**src/rtl/banner_sequencer_pkg.sv**
```systemverilog
// Shared types and constants for the rotating 7-segment banner controller.
package banner_sequencer_pkg;

  typedef enum logic {
    ST_RUN  = 1'b0,
    ST_LOAD = 1'b1
  } state_e;

  localparam logic [6:0] BLANK_SEG = 7'h7F;
  localparam logic [3:0] ANODE_OFF = 4'hF;

  // Message index shown on window digit k (3 = leftmost): (pos + 3 - k) mod n.
  // pos + 3 - k never exceeds 2n-1, so one conditional subtract suffices.
  function automatic logic [3:0] win_index(input logic [3:0] pos,
                                           input logic [1:0] k,
                                           input logic [4:0] n);
    logic [4:0] s;
    s = {1'b0, pos} + 5'd3 - {3'b000, k};
    if (s >= n) s = s - n;
    return s[3:0];
  endfunction

endpackage

```
**src/rtl/lcd7_segment_decoder.sv**
```systemverilog
// BCD to 7-segment decoder, active-high {g,f,e,d,c,b,a}; codes 10..15 give all-off.
module lcd7_segment_decoder (
  input  logic [3:0] x,
  output logic [6:0] y
);

  always_comb begin
    y = 7'h00;
    case (x)
      4'd0: y = 7'h3F;
      4'd1: y = 7'h06;
      4'd2: y = 7'h5B;
      4'd3: y = 7'h4F;
      4'd4: y = 7'h66;
      4'd5: y = 7'h6D;
      4'd6: y = 7'h7D;
      4'd7: y = 7'h07;
      4'd8: y = 7'h7F;
      4'd9: y = 7'h6F;
      default: y = 7'h00;
    endcase
  end

endmodule

```
**src/rtl/banner_sequencer.sv**
```systemverilog
// Rotating BCD banner: message store, load handshake, rotation pointer and 4-digit
// multiplexed 7-segment drive with registered, active-low outputs.
module banner_sequencer
  import banner_sequencer_pkg::*;
#(
  parameter int N_DIGITS = 10,
  parameter int ROT_DIV  = 25_000_000,
  parameter int SCAN_DIV = 50_000
) (
  input  logic       clock,
  input  logic       reset,
  input  logic       en,
  input  logic       dir,
  input  logic       load_start,
  input  logic       load_valid,
  input  logic [3:0] load_digit,
  output logic       load_ready,
  output logic [3:0] pos,
  output logic [6:0] segment,
  output logic [3:0] anode,
  output state_e     fsm_state
);

  localparam int RW = (ROT_DIV > 1) ? $clog2(ROT_DIV) : 1;
  localparam int SW = (SCAN_DIV > 1) ? $clog2(SCAN_DIV) : 1;
  localparam logic [RW-1:0] ROT_LAST  = RW'(ROT_DIV - 1);
  localparam logic [SW-1:0] SCAN_LAST = SW'(SCAN_DIV - 1);
  localparam logic [3:0]    N_LAST    = 4'(N_DIGITS - 1);
  localparam logic [4:0]    N5        = 5'(N_DIGITS);

  state_e          state_q, state_d;
  logic [3:0]      idx_q, idx_d;
  logic [3:0]      pos_q, pos_d;
  logic [RW-1:0]   rot_q, rot_d;
  logic [SW-1:0]   scan_cnt_q, scan_cnt_d;
  logic [1:0]      scan_q, scan_d;
  logic [3:0]      anode_q, anode_d;
  logic [6:0]      seg_q, seg_d;
  logic [3:0]      msg_q [N_DIGITS];
  logic            tick;
  logic            wr_en;
  logic [3:0]      win;
  logic [3:0]      digit;
  logic [6:0]      dec_y;

  // Load handshake: a digit transfers on every rising edge where load_valid and
  // load_ready are both 1; load_ready is 1 exactly while in LOAD, independent of load_valid.
  assign load_ready = (state_q == ST_LOAD);
  assign wr_en      = load_ready && load_valid;

  always_comb begin
    state_d = state_q;
    idx_d   = idx_q;
    pos_d   = pos_q;
    rot_d   = rot_q;
    tick    = 1'b0;
    case (state_q)
      ST_RUN: begin
        if (en) begin
          if (rot_q == ROT_LAST) begin
            rot_d = '0;
            tick  = 1'b1;
          end else begin
            rot_d = rot_q + 1'b1;
          end
        end
        // A load request takes priority over a coincident rotation step.
        if (load_start) begin
          state_d = ST_LOAD;
          idx_d   = '0;
        end else if (tick) begin
          if (dir) pos_d = (pos_q == 4'd0) ? N_LAST : pos_q - 4'd1;
          else     pos_d = (pos_q == N_LAST) ? 4'd0 : pos_q + 4'd1;
        end
      end
      ST_LOAD: begin
        if (load_valid) begin
          idx_d = idx_q + 4'd1;
          if (idx_q == N_LAST) begin
            state_d = ST_RUN;
            idx_d   = '0;
            pos_d   = '0;
            rot_d   = '0;
          end
        end
      end
      default: state_d = ST_RUN;
    endcase
  end

  always_comb begin
    scan_cnt_d = scan_cnt_q + 1'b1;
    scan_d     = scan_q;
    if (scan_cnt_q == SCAN_LAST) begin
      scan_cnt_d = '0;
      scan_d     = scan_q + 2'd1;
    end
  end

  always_comb begin
    win   = win_index(pos_q, scan_q, N5);
    digit = '0;
    for (int i = 0; i < N_DIGITS; i++) begin
      if (win == 4'(i)) digit = msg_q[i];
    end
  end

  lcd7_segment_decoder u_dec (
    .x (digit),
    .y (dec_y)
  );

  always_comb begin
    anode_d = ~(4'b0001 << scan_q);
    seg_d   = ~dec_y;
    if (digit > 4'd9) seg_d = BLANK_SEG;
    if (state_q == ST_LOAD) begin
      anode_d = ANODE_OFF;
      seg_d   = BLANK_SEG;
    end
  end

  always_ff @(posedge clock or negedge reset) begin
    if (!reset) begin
      state_q    <= ST_RUN;
      idx_q      <= '0;
      pos_q      <= '0;
      rot_q      <= '0;
      scan_cnt_q <= '0;
      scan_q     <= '0;
      anode_q    <= ANODE_OFF;
      seg_q      <= BLANK_SEG;
    end else begin
      state_q    <= state_d;
      idx_q      <= idx_d;
      pos_q      <= pos_d;
      rot_q      <= rot_d;
      scan_cnt_q <= scan_cnt_d;
      scan_q     <= scan_d;
      anode_q    <= anode_d;
      seg_q      <= seg_d;
    end
  end

  always_ff @(posedge clock or negedge reset) begin
    if (!reset) begin
      for (int i = 0; i < N_DIGITS; i++) msg_q[i] <= 4'(i % 10);
    end else begin
      for (int i = 0; i < N_DIGITS; i++) begin
        if (wr_en && idx_q == 4'(i)) msg_q[i] <= load_digit;
      end
    end
  end

  assign pos       = pos_q;
  assign segment   = seg_q;
  assign anode     = anode_q;
  assign fsm_state = state_q;

endmodule

```
**config.mk**
```make
export PLATFORM = sky130hd
export DESIGN_NAME = banner_sequencer
export DESIGN_NICKNAME = d
export VERILOG_FILES = /design/src/rtl/banner_sequencer_pkg.sv /design/src/rtl/lcd7_segment_decoder.sv /design/src/rtl/banner_sequencer.sv
export SDC_FILE = /design/constraint.sdc
export NUM_CORES = 1
export LEC_CHECK = 0
export CORE_MARGIN = 2
export CORE_UTILIZATION = 30
export CTS_CLUSTER_SIZE = 24
export DETAILED_ROUTE_END_ITERATION = 10
export GPL_TIMING_DRIVEN = 0
export PLACE_DENSITY = 0.56
export SETUP_SLACK_MARGIN = 0.02
export SLEW_MARGIN = 20
export SYNTH_ARGS = -nofsm -noshare
export SYNTH_HDL_FRONTEND = slang
export SYNTH_HIERARCHICAL = 1
export SYNTH_SLANG_ARGS = --single-unit
```
**constraint.sdc**
```tcl
create_clock -name clock -period 4.3 [get_ports clock]
set_input_delay 0.86 -clock clock [delete_from_list [all_inputs] [get_ports clock]]
set_output_delay 0.86 -clock clock [all_outputs]
set_load 0.05 [all_outputs]
```
* Word level (Yosys, flattened, before mapping)
Memories as Yosys holds them, arrays and structs flattened.
Cells that the tools add are included.
** Word-level totals
- Register bits :: 103
- ROM bits :: 112
- Word-level logic and storage cells :: 117
- Memories :: 1
** Cells by class
- Add/subtract/negate cells :: 9
- Reduce and logical (&&, ||, !) cells :: 17
- Multiplexer cells :: 39
- Bitwise logic cells :: 3
- Order comparisons :: 2
- Eq/ne operators :: 27
- Shifts and indexed selects :: 1
** Memory list
- (name not given) :: words 16, width 7, rd ports 1, clocked after memory_dff 0, write ports 0, RTL line lcd7_segment_decoder.sv:9 : case (x)
** Operators by type and width (number)
- $mux 25 :: 4
- $mux 4 :: 22
- $pmux 25 s2 :: 1
- $eq 4x3->1 const B :: 8
- $add 25x1->25 const B :: 1
- $eq 25x25->1 const B :: 1
- $eq 4x4->1 const B :: 5
- $add 16x1->16 const B :: 1
- $eq 16x16->1 const B :: 1
- $eq 4x2->1 const B :: 4
- $mux 16 :: 1
- $pmux 4 s2 :: 2
- $mux 7 :: 2
- $logic_not 4->1 :: 3
- $logic_and 1x1->1 :: 11
- $add 4x1->4 const B :: 2
- $eq 4x1->1 const B :: 2
- $ne 2x2->1 const B :: 4
- $not 7->7 :: 1
- $mux 1 :: 6
- $add 4x2->5 const B :: 1
- $ge 5x4->1 const B :: 1
- $sub 5x2->5 :: 1
- $gt 4x4->1 const B :: 1
- other kinds (11) :: 12

* Logic depth before layout (Yosys ltp)
An unclocked memory read counts as a cell.
- Depth after elaboration :: 19
- Depth in mapped cells :: 22
- Gate-level depth less buffers :: 20

* Hierarchy
Netlist, hierarchy kept.
** By module, submodules not included
- banner_sequencer :: seq. area each 2610.0 µm², cells an instance 636, instances 1, area an instance 6064.6 µm²
- lcd7_segment_decoder :: seq. area each 0.0 µm², cells an instance 28, instances 1, area an instance 219.0 µm²

* Worst setup path before layout
Ideal clock, no wire load.
- Path kind :: register to register
- Start :: register pos_q[1], in the netlist pos[1]
- End :: register seg_q[0], in the netlist segment[0]
- Library setup time :: 0.075 ns
- Cell stages (with the launch flop) :: 22
- Setup slack :: -0.294 ns
- Arrival time :: 4.519 ns
- Clock period less this slack :: 4.594 ns
- Buffers on the path :: 2
- Path through :: dfrtp_1 ha_1 ha_1 fa_1 inv_1 ha_1 buf_2 nor2_1 nand2_1 a21oi_1 a2111oi_0 or4_1 buf_2 a22o_1 inv_2 ha_1 nor2_1 a21oi_1 o22ai_1 nand2_1 a21oi_1 a2bb2oi_1
** Between the ends
- Longest elaborated chain between the ends :: 19
- Elaborated cells on any way between the ends :: 30
- Classes of those cells :: add/sub: 3; order compare: 2; eq/ne: 9; mux: 13; bitwise: 1; reduce/logical: 1; memory: 1
** Ends and longest elaborated chain
- start: declaration :: RTL line banner_sequencer.sv:33 : logic [3:0] pos_q, pos_d;
- start signal: assignment :: RTL line banner_sequencer.sv:136 : pos_q <= pos_d;
- $add 4x2->5 (*) :: RTL line banner_sequencer_pkg.sv:18 : s = {1'b0, pos} + 5'd3 - {3'b000, k};
- $sub 5x2->5 (*) :: RTL line banner_sequencer_pkg.sv:18
- $sub 4x4->4 / $ge 5x4->1 (equally long branches) :: RTL line banner_sequencer_pkg.sv:19 : if (s >= n) s = s - n;
- $mux 4 (*) :: RTL line banner_sequencer_pkg.sv:19
- $logic_not 4->1 :: RTL line banner_sequencer.sv:104 : if (win == 4'(i)) digit = msg_q[i];
- $mux 4 (9 in series) :: RTL line banner_sequencer.sv:104
- $mux 4 (*) :: RTL line banner_sequencer.sv:104
- via digit[1] :: RTL line banner_sequencer.sv:43 : logic [3:0] digit;
- $mem_v2 16x7 (*)
- via dec_y[0] :: RTL line banner_sequencer.sv:44 : logic [6:0] dec_y;
- $not 7->7 (*) :: RTL line banner_sequencer.sv:115 : seg_d = ~dec_y;
- $mux 7 (*) :: RTL line banner_sequencer.sv:116 : if (digit > 4'd9) seg_d = BLANK_SEG;
- $mux 7 (*) :: RTL line banner_sequencer.sv:117 : if (state_q == ST_LOAD) begin
- via seg_d[0] :: RTL line banner_sequencer.sv:38 : logic [6:0] seg_q, seg_d;
- end signal: assignment :: RTL line banner_sequencer.sv:141 : seg_q <= seg_d;
- end: declaration :: RTL line banner_sequencer.sv:38
Mark *: on every way through the listed nets, which the timed path passes. The rest lies on a longest branch.
A chain may end at the register's enable or synchronous reset.

* Worst setup path after layout
- Start :: register scan_q[1]
- End :: register seg_q[2], in the netlist segment[2]
** Between the ends
- Longest elaborated chain between the ends :: 18
- Elaborated cells on any way between the ends :: 29
- Classes of those cells :: add/sub: 2; order compare: 2; eq/ne: 9; mux: 13; bitwise: 1; reduce/logical: 1; memory: 1
** Ends and longest elaborated chain
- start: declaration :: RTL line banner_sequencer.sv:36 : logic [1:0] scan_q, scan_d;
- start signal: assignment :: RTL line banner_sequencer.sv:139 : scan_q <= scan_d;
- $sub 5x2->5 (*) :: RTL line banner_sequencer_pkg.sv:18
- $sub 4x4->4 / $ge 5x4->1 (equally long branches) :: RTL line banner_sequencer_pkg.sv:19
- $mux 4 (*) :: RTL line banner_sequencer_pkg.sv:19
- $logic_not 4->1 :: RTL line banner_sequencer.sv:104
- $mux 4 (9 in series) :: RTL line banner_sequencer.sv:104
- $mux 4 (*) :: RTL line banner_sequencer.sv:104
- via digit[1] :: RTL line banner_sequencer.sv:43
- $mem_v2 16x7 (*)
- via dec_y[2] :: RTL line banner_sequencer.sv:44
- $not 7->7 (*) :: RTL line banner_sequencer.sv:115
- $mux 7 (*) :: RTL line banner_sequencer.sv:116
- $mux 7 (*) :: RTL line banner_sequencer.sv:117
- via seg_d[2] :: RTL line banner_sequencer.sv:38
Marked as above.

==> results.json <==
{
  "outcome": "finished, final reports clean",
  "slowest_delay_ps": 570,
  "reg2reg_from": "scan_q[1]$_DFFE_PN0N_",
  "die_h_um": 148.7,
  "numCtsBuffers": 9,
  "layout.nets": 754,
  "syn_to_final_growth_pct": 21.49,
  "yosysWarnings": 6,
  "final_hold_viol_count": 0,
  "cp.required_ps": 4570,
  "initial_core_util_pct": 30.86,
  "diodes": 0,
  "die_w_um": 148.7,
  "vias": 5167,
  "ys_ff_latch": 103,
  "fp.dieArea_um2": 22120,
  "cts_tree": "done",
  "worstMarginPinSlew_ps": 908.8,
  "setup.worst_path.class": "reg -> reg",
  "firstDrtPassIters": 5,
  "synth_xor_area_share_pct": 3.903,
  "ys_seq_area_share_pct": 41.54,
  "hpwl_um": 10570,
  "syn_avg_cell_area_um2": 9.463,
  "critical_path.max_fanout": 6,
  "routed_wl_um": 15430,
  "htree_levels": 3,
  "vias_per_cell": 5.183,
  "cts-root-buf": "clkbuf_16",
  "yosysTopAreaCell": "dfrtp_1",
  "slew_viol_final": 0,
  "critPathLaunchType": "register",
  "stdcell_count": 997,
  "synth_top_family_by_area": "simple AND/OR/NAND/NOR gates",
  "fill_cells": 1999,
  "std_cell_rows": 52,
  "grt_pass1_wl_um": 24710,
  "synth_most_common_cell": "nand2_1",
  "synth-edff-count": 0,
  "drt_iter0_drc": 352,
  "placement.io_buffers": 22,
  "grt_overflow": 0,
  "grt_use_total_pct": 14.06,
  "setup.worst_path.start": "scan_q[1]$_DFFE_PN0N_",
  "finClkSkew_ps": 6.500,
  "ant_nets": 0,
  "cp-end-kind": "register",
  "ys_types": 79,
  "setup_viol": 0,
  "globalplace.congestion": 0.8812,
  "synthMuxAreaShare_pct": 8.921,
  "period_share_pct": 97.35,
  "synth-main-ff-cell": "dfrtp_1",
  "rsz0062_at_grt": "yes",
  "ys_top_cells_by_count": "nand2_1, dfrtp_1, o21ai_0",
  "yosysTopAreaCellShare_pct": 30.67,
  "fmax_mhz": 238.9,
  "clk_latency_ps": 350,
  "maxCapViolCount": 0,
  "hold_slack_ps": 458.7,
  "antenna_found_initial": 0,
  "io_pins": 27,
  "cpMaxStageDelayCell": "fa_2",
  "drive_gt1_share_pct": 26.82,
  "synthSimpleGateAreaFrac_pct": 19.55,
  "hold_class": "in -> async",
  "netlist_instances": 664,
  "period_needed_ps": 4186,
  "core_um2": 20360,
  "placed_cells": 957,
  "synth_nets": 696,
  "grt_pass1_vias": 4717,
  "drcViolationCount": 0,
  "wl_per_cell_um": 15.48,
  "crit_chain": "inv_2 -> ha_4 -> ha_4 -> fa_2 -> inv_2 -> ha_4 -> buf_6 -> o21a_1 -> o32ai_4 -> a21oi_2 -> nor2_1 -> or4_4 -> a22o_4 -> buf_4 -> ha_2 -> a21oi_2 -> nand2_2 -> a21oi_2 -> a2bb2oi_2",
  "grt_max_degree": 56,
  "crit_arrival_ps": 4450,
  "max_slew_margin_pct": 38.56,
  "cts.path.max_buffers": 2,
  "async_flop_share_pct": 100.0,
  "clkSinkCount": 103,
  "synthAdderAreaFrac_pct": 4.500,
  "path_clk_slew_ps": 70,
  "syn_area_um2": 6284,
  "synth_compound_area_share_pct": 17.84,
  "ys_top_cells_by_area": "dfrtp_1, dfstp_2, mux2_2, nand2_1, ha_1"
}
[cells by family after synthesis]
| logic type | after synthesis |
|---|---|
| AOI/OAI and AO/OA | 164 |
| muxes | 49 |
| adders and majority gates | 22 |
| xor gates and xnor gates | 25 |
| DFF | 103 |
| and+or+nand+nor | 250 |
| buffers and inverters | 51 |
[layer usage]
layer | vias to the layer above | routed length [um] | track usage [%]
met2 | 112 | 7138 | 22.18
met5 | - | 0 | 0
met4 | 0 | 278 | 5.095
li1 | 2512 | - | -
met3 | 24 | 484 | 2.147
met1 | 2519 | 7530 | 19.61
[path summary, 6_finish.rpt]
| check | depth (start not counted) | end | slack, ps |
|---|---|---|---|
| max in group asynchronous | 2 | anode[1]$_DFF_PN1_ | 3140 |
| worst max-delay path | 19 | segment[2]$_DFF_PN1_ | 110 |
| worst max register to register | 19 | segment[2]$_DFF_PN1_ | 110 |
| worst min register to register | 2 | msg_q[0]$_DFFE_PN1P_ | 460 |
| worst min-delay path | 1 | msg_q[15]$_DFFE_PN0P_ | 460 |
| min in group clock | 2 | msg_q[0]$_DFFE_PN1P_ | 460 |
[per-stage QoR]
| stage | cell area (um^2) | TNS (ps) | util, % | setup WS, ps |
|---|---|---|---|---|
| final | 7634 | 0 | 37.48 | 114.1 |
| after global routing | 7634 | -176.2 | 37.48 | -51.94 |
| after CTS | 7342 | 0 | 36.05 | 32.11 |
| after detailed placement | 6907 | -3045 | 33.92 | -509.8 |
| after global placement | 6878 | -147850 | 33.77 | -2147 |
| after floorplan | 6320 | 0 | - | 38.66 |
[layout by cell type, fill, tap and decap left out, types with 6 or more instances in the layout]
cell and instances:
nand4_1 6, a21oi_2 10, buf_6 8, and3_1 10, ha_1 14, nand2_1 82
o21ai_0 46, clkbuf_1 18, nand2b_1 6, dfrtp_1 75, nor2_1 48, mux2_2 42
o21ai_1 6, xor2_1 13, nor2b_1 8, xnor2_1 10, nor4_1 9, nor3_1 22
a21oi_1 29, buf_4 24, nand3_1 19, clkbuf_16 9, dfstp_2 26, clkdlybuf4s50_1 21
inv_1 16
[worst max-delay path, delay by kind of cell, from the launching register on]
kind,cells,cell delay [ps]
buffers and inverters,4,410
and+or+nand+nor,3,720
DFF,1,390
adders and majority gates,5,1430
AOI/OAI and AO/OA,7,1150
[area by class of cell]
| class | instances | area [um^2] | share of cell area (%) |
|---|---|---|---|
| Timing Repair Buffer | 49 | 464.2 | 6.081 |
| Multi-Input combinational cell | 510 | 3692 | 48.37 |
| Clock buffer | 11 | 252.7 | 3.311 |
| Tap cell | 270 | 337.8 | 4.426 |
| Clock inverter | 5 | 40.04 | 0.5245 |
| Buffer | 29 | 156.4 | 2.049 |
| Sequential cell | 103 | 2613 | 34.22 |
| Inverter | 20 | 77.57 | 1.016 |
[repair_timing]
item	4_1_cts	5_1_grt
endpoints found under the hold margin	0	0
pin swaps	6	18
setup buffers	11	15
setup endpoints to repair	7	7
gates resized for setup	18	38
hold buffers	0	0
[registers in the layout (all words and copies together) (netlist names)]
register	cells
msg_q	40
rot_q	25
pos	4
scan_cnt_q	16
anode	4
fsm_state	1
scan_q	2
segment	7
idx_q	4
Power is not shown: default switching activity piles up to over one toggle a cycle in this logic, so the estimate is an artifact.
